### src/rtl/bd4_rx_fifo_if.sv
// Bus bundle for bd4_rx_fifo: 4-phase bundled-data input side and
// valid/ready output side, plus the occupancy report.
interface bd4_rx_fifo_if #(
  parameter int WIDTH = 8,
  parameter int DEPTH = 4
);
  logic                     in_req;
  logic [WIDTH-1:0]         in_data;
  logic                     in_ack;
  logic                     out_valid;
  logic                     out_ready;
  logic [WIDTH-1:0]         out_data;
  logic [$clog2(DEPTH):0]   count;

  // Upstream producer / downstream consumer side
  modport master (
    output in_req, in_data, out_ready,
    input  in_ack, out_valid, out_data, count
  );

  // FIFO side
  modport slave (
    input  in_req, in_data, out_ready,
    output in_ack, out_valid, out_data, count
  );
endinterface

### src/rtl/bd4_rx_fifo.sv
// Receive FIFO fed by a 4-phase bundled-data handshake (asynchronous to
// clk) and drained by a valid/ready consumer.
//
// state  | meaning
// DRAIN  | after reset: wait for synchronizer to settle and req to be low
// IDLE   | ack low, waiting for a request and room to write
// ACK_HI | word written, ack high, waiting for req return-to-zero
module bd4_rx_fifo #(
  parameter int WIDTH = 8,
  parameter int DEPTH = 4
) (
  input logic         clk,
  input logic         rst_n,
  bd4_rx_fifo_if.slave bus
);
  localparam int AW = $clog2(DEPTH);
  localparam int CW = AW + 1;

  typedef enum logic [1:0] {DRAIN, IDLE, ACK_HI} state_t;

  state_t           state, state_nx;
  logic             sync1, req_s;
  logic [1:0]       settle;
  logic             ack, ack_nx;
  logic             push, pop, push_ok;
  logic [AW-1:0]    wr_ptr, rd_ptr;
  logic [CW-1:0]    cnt;
  logic [WIDTH-1:0] mem [DEPTH];

  assign pop     = (cnt != '0) && bus.out_ready;
  assign push_ok = (cnt != CW'(DEPTH)) || pop;

  // Two-flop synchronizer for the asynchronous request
  always_ff @(posedge clk or negedge rst_n) begin
    if (!rst_n) begin
      sync1 <= 1'b0;
      req_s <= 1'b0;
    end else begin
      sync1 <= bus.in_req;
      req_s <= sync1;
    end
  end

  // Settle timer: the reset value of the synchronizer is not the real
  // request level, so DRAIN must not trust req_s until it has refilled.
  always_ff @(posedge clk or negedge rst_n) begin
    if (!rst_n) settle <= 2'd2;
    else if (settle != 2'd0) settle <= settle - 2'd1;
  end

  // FSM state and registered acknowledge
  always_ff @(posedge clk or negedge rst_n) begin
    if (!rst_n) begin
      state <= DRAIN;
      ack   <= 1'b0;
    end else begin
      state <= state_nx;
      ack   <= ack_nx;
    end
  end

  // Next-state, next-ack and push decision
  always_comb begin
    state_nx = state;
    ack_nx   = 1'b0;
    push     = 1'b0;
    case (state)
      DRAIN: begin
        if (settle == 2'd0 && !req_s) state_nx = IDLE;
      end
      IDLE: begin
        if (req_s && push_ok) begin
          push     = 1'b1;
          ack_nx   = 1'b1;
          state_nx = ACK_HI;
        end
      end
      ACK_HI: begin
        ack_nx = 1'b1;
        if (!req_s) begin
          ack_nx   = 1'b0;
          state_nx = IDLE;
        end
      end
      default: state_nx = DRAIN;
    endcase
  end

  // Storage; contents intentionally survive reset
  always_ff @(posedge clk) begin
    if (push) mem[wr_ptr] <= bus.in_data;
  end

  // Pointers and occupancy
  always_ff @(posedge clk or negedge rst_n) begin
    if (!rst_n) begin
      wr_ptr <= '0;
      rd_ptr <= '0;
      cnt    <= '0;
    end else begin
      if (push) wr_ptr <= wr_ptr + 1'b1;
      if (pop)  rd_ptr <= rd_ptr + 1'b1;
      case ({push, pop})
        2'b10:   cnt <= cnt + 1'b1;
        2'b01:   cnt <= cnt - 1'b1;
        default: cnt <= cnt;
      endcase
    end
  end

  assign bus.in_ack    = ack;
  assign bus.out_valid = (cnt != '0);
  assign bus.out_data  = mem[rd_ptr];
  assign bus.count     = cnt;
endmodule
### src/flat_wrapper.sv
// flat-port wrapper written by rule: the top's interface ports become plain ports
module bd4_rx_fifo_flat 
#(
  parameter int WIDTH = 8,
  parameter int DEPTH = 4
)
  (clk, rst_n, bus_in_req, bus_in_data, bus_out_ready, bus_in_ack, bus_out_valid, bus_out_data, bus_count);
  bd4_rx_fifo_if #(.WIDTH(WIDTH), .DEPTH(DEPTH)) bus_i ();
  input logic clk;
  input logic rst_n;
  input wire logic [$bits(bus_i.in_req)-1:0] bus_in_req;
  input wire logic [$bits(bus_i.in_data)-1:0] bus_in_data;
  input wire logic [$bits(bus_i.out_ready)-1:0] bus_out_ready;
  output wire logic [$bits(bus_i.in_ack)-1:0] bus_in_ack;
  output wire logic [$bits(bus_i.out_valid)-1:0] bus_out_valid;
  output wire logic [$bits(bus_i.out_data)-1:0] bus_out_data;
  output wire logic [$bits(bus_i.count)-1:0] bus_count;
  assign bus_i.in_req = bus_in_req;
  assign bus_i.in_data = bus_in_data;
  assign bus_i.out_ready = bus_out_ready;
  assign bus_in_ack = bus_i.in_ack;
  assign bus_out_valid = bus_i.out_valid;
  assign bus_out_data = bus_i.out_data;
  assign bus_count = bus_i.count;
  bd4_rx_fifo #(.WIDTH(WIDTH), .DEPTH(DEPTH)) u_core (.clk(clk), .rst_n(rst_n), .bus(bus_i));
endmodule
### config.mk
export PLATFORM = sky130hd
export DESIGN_NAME = bd4_rx_fifo_flat
export DESIGN_NICKNAME = d
export VERILOG_FILES = /design/src/rtl/bd4_rx_fifo_if.sv /design/src/rtl/bd4_rx_fifo.sv /design/src/flat_wrapper.sv
export SDC_FILE = /design/constraint.sdc
export NUM_CORES = 1
export LEC_CHECK = 0
export ABC_AREA = 0
export BUFFER_PORTS_ARGS = -buffer_cell sky130_fd_sc_hd__clkbuf_2
export CAP_MARGIN = 30
export CELL_PAD_IN_SITES_DETAIL_PLACEMENT = 1
export CELL_PAD_IN_SITES_GLOBAL_PLACEMENT = 1
export CORE_UTILIZATION = 24
export DETAILED_ROUTE_END_ITERATION = 16
export GPL_ROUTABILITY_DRIVEN = 0
export PLACE_DENSITY = 0.52
export SLEW_MARGIN = 20
export SYNTH_ARGS = -nofsm -noshare
export SYNTH_HDL_FRONTEND = slang
export SYNTH_SLANG_ARGS = --single-unit
export TNS_END_PERCENT = 1
### constraint.sdc
create_clock -name clk -period 2.7 [get_ports clk]
set_input_delay 0.54 -clock clk [delete_from_list [all_inputs] [get_ports clk]]
set_output_delay 0.54 -clock clk [all_outputs]
set_load 0.05 [all_outputs]
==> impl_metrics.csv <==
group,metric,value,unit
final_layout,antenna_cells,0,
worst_setup_path,worst-path-max-fanout,7,
route,wl_per_cell,14.64,µm
worst_setup_path,arrival,2.63,ns
grt,grt_pass1_wl,6065,µm
clock_network,worst_skew_pair.late_latency,0.29,ns
final_layout,areaGrowthSynthToFinish,17.68,%
synth,synth_area_leader_cell,"edfxtp_1",
timing,maxSlewHeadroom,0.7166,
synth,ys_seq_area_frac,0.6720,
worst_setup_path,cpMostUsedCell,"xor2_1",
floorplanning,die_h,92.21,µm
synth,ys.warnings.count,0,
timing,skew,0.004580,ns
synth,ys.flop_type,"edfxtp_1",
floorplanning,start_util,0.2502,
power,leakage,0.0008806,µW
worst_setup_path,worst_path_dominant_cell_family,"simple AND/OR/NAND/NOR gates",
power,intPower,1541,µW
clock_network,clockRootBuffer,"clkbuf_8",
place,dp_hpwl,2560,µm
worst_setup_path,crit_path_max_incr_delay,0.57,ns
route,ant_nets,0,
worst_setup_path,crit_chain,"or4b_4 -> and3_4 -> inv_2 -> ha_1 -> inv_1 -> fa_1 -> xor2_1 -> nor2_1 -> xor2_1",
synth,yosysUniqueCellTypes,31,
synth,synth_nets,135,
worst_hold_path,hold_class,"input port to asynchronous set/reset pin",
timing,max_freq,0.4155,GHz
place,place_inst,236,
clock_network,clk_pin_slew,0.09,ns
synth,syn-instance-count,112,
timing,finalCriticalPeriod,2.407,ns
status,status,"complete, no violations",
synth,synth_edf_count,32,
clock_network,cts_resized,0,
run,drv_cap,0,
floorplanning,io_pins,25,
power,total_power,2590,µW
synth,yosys.area.top_type_share,0.4920,
floorplanning,fp.dieW,92.21,µm
power,pwr_density_cell,1127,nW/µm²
timing,setup_tns,0,ns
synth,async_reset_ff_frac,0.3043,
route,drc,0,
grt,grt_antenna_before_repair,0,
final_layout,finalNetCount,164,
clock_network,cts_tree,"built",
floorplanning,fp-row-count,32,
final_layout,drive_gt1_frac,0.3732,
place,placed_area,2188,µm²
route,viasPerCell,4.156,
timing,drv_slew,0,
worst_setup_path,crit_path_start_kind,"register",
worst_setup_path,path_buf_inv,2,
floorplanning,dieArea,8503,µm²
power,switchingPower,1049,µW
grt,track_usage,0.09586,
worst_setup_path,crit_slowest_cell,"or4b_4",
synth,yosysMostFrequentCell,"edfxtp_1",
power,clkPwrFrac,0.195,
synth,synth-seq-cells,46,
worst_setup_path,critical_path_class,"register to register",
floorplanning,coreArea,7807,µm²
timing,period_share,0.8913,
place,portBuffers,24,
grt,grt_max_degree,15,
grt,grt_pass1_vias,1157,
final_layout,final_cell_count_no_fill,244,
synth,synth.top_cells.by_area,"edfxtp_1 (49%), dfrtp_1 (17%), mux4_2 (9.2%)",
clock_network,cts.htree.levels,2,
grt,grt.overflow.total,0,
synth,syn_area,1953,µm²
worst_setup_path,crit_required,2.93,ns
route,drt_first_pass_iters,4,
timing,max_slew.worst_pin.slew,0.4250,ns
timing,rsz0062_at_grt,"no",
route,vias,1014,
power,seq_power_share,0.390,
power,combPwrFrac,0.415,
clock_network,clockBufferDepth,2,
final_layout,finalInstanceArea,2298,µm²
synth,synthTopCellsByCount,"edfxtp_1 (32), dfrtp_1 (13), ha_1 (10), inv_1 (10), mux4_2 (8)",
timing,finalHoldViolCount,0,
power,ir_worst_vdd,0.5697,mV
power,switching_share,0.4049,
worst_setup_path,critPathCaptureType,"register",
clock_network,cts.sinks,46,
timing,finalSetupViolCount,0,
clock_network,post_cts_buffers,0,
final_layout,fillers,842,
clock_network,hold_buffers,0,
clock_network,cts_inserted_buffers,5,
route,routed_wl,3572,µm
synth,synth_area_per_cell,17.44,µm²
route,drt-initial-drc-count,32,
-- stage by stage --
stage	setup slack, ns	utilization	hold slack [ns]
6_report	0.2934	0.2944	0.1457
2_1_floorplan	0.1247	-	0.2444
5_1_grt	0.09612	0.2944	0.1540
4_1_cts	0.2832	0.2944	0.1488
3_5_place_dp	0.1585	0.2803	0.3378
3_3_place_gp	0.2302	0.2803	0.3479
-- final cells by class --
cell class | count | area [µm²] | share of cell area
inverter | 11 | 41.29 | 0.01796
clock inverter | 2 | 37.54 | 0.01633
timing repair buffer | 25 | 127.6 | 0.05553
multi-input combinational | 52 | 579.3 | 0.2520
tap | 102 | 127.6 | 0.05553
clock buffer | 6 | 72.57 | 0.03157
sequential | 46 | 1313 | 0.5710
-- cell usage in the layout, fill, tap and decap left out, types with 3 or more instances in the layout --
master,synthesis,layout
nor2_1,4,4
and2_2,4,4
dfrtp_1,13,13
xnor2_1,4,4
ha_1,10,10
clkbuf_2,0,24
edfxtp_1,32,32
inv_1,10,10
clkbuf_8,0,5
nand2_1,3,3
mux4_2,8,8
xor2_1,3,3
-- final timing paths --
| kind | slack, ns | start | end | cells past startpoint |
|---|---|---|---|---|
| max | 0.29 | u_core.bus.count[1] | u_core.bus.count[2] | 9 |
| min | 0.15 | rst_n | u_core.bus.count[1] | 1 |
| max reg2reg | 0.29 | u_core.bus.count[1] | u_core.bus.count[2] | 9 |
| min reg2reg | 0.36 | u_core.sync1 | u_core.req_s | 0 |
| max in group asynchronous | 2.24 | rst_n | u_core.settle[1] | 1 |
| min in group clk | 0.35 | bus_in_req | u_core.sync1 | 1 |
-- routing by layer --
layer,vias up,wire (µm),GRT usage,part of all wire
li1,465,-,-,-
met1,517,1428,0.1034,0.40
met2,29,1938,0.1785,0.54
met3,3,183,0.02985,0.051
met4,0,21,0.02734,0.0059
met5,-,0,0,0
-- cell families (layout without fill, tap and decap cells) --
group / Yosys count / in the layout / share of synthesized area
flip-flops: 46 / 46 / 0.6720
AND/OR/NAND/NOR: 17 / 17 / 0.05766
AO/OA/AOI/OAI: 7 / 7 / 0.02819
XOR/XNOR: 7 / 7 / 0.03139
adder cells (fa/ha/maj): 11 / 11 / 0.07431
multiplexers: 10 / 10 / 0.1051
buffers and inverters: 14 / 44 / 0.03139
-- flip-flops by register name, summed over array words and instances, names as in the netlist --
register,count
u_core.state,2
u_core.sync1,1
u_core.req_s,1
u_core.wr_ptr,2
u_core.bus.count,3
u_core.settle,2
u_core.mem,32
u_core.rd_ptr,2
u_core.bus.in_ack,1
-- power groups by stage --
| stage | registers (µW) | logic (µW) | clock network (µW) |
|---|---|---|---|
| after floorplan | 1050 | 805 | 0 |
| after global placement | 1020 | 1050 | 0 |
| after detailed placement | 1030 | 1090 | 0 |
| after CTS | 1020 | 1100 | 528 |
| after global routing | 1040 | 1160 | 557 |
| final | 1010 | 1080 | 504 |
No activity file was read; power rests on OpenSTA's default activity.
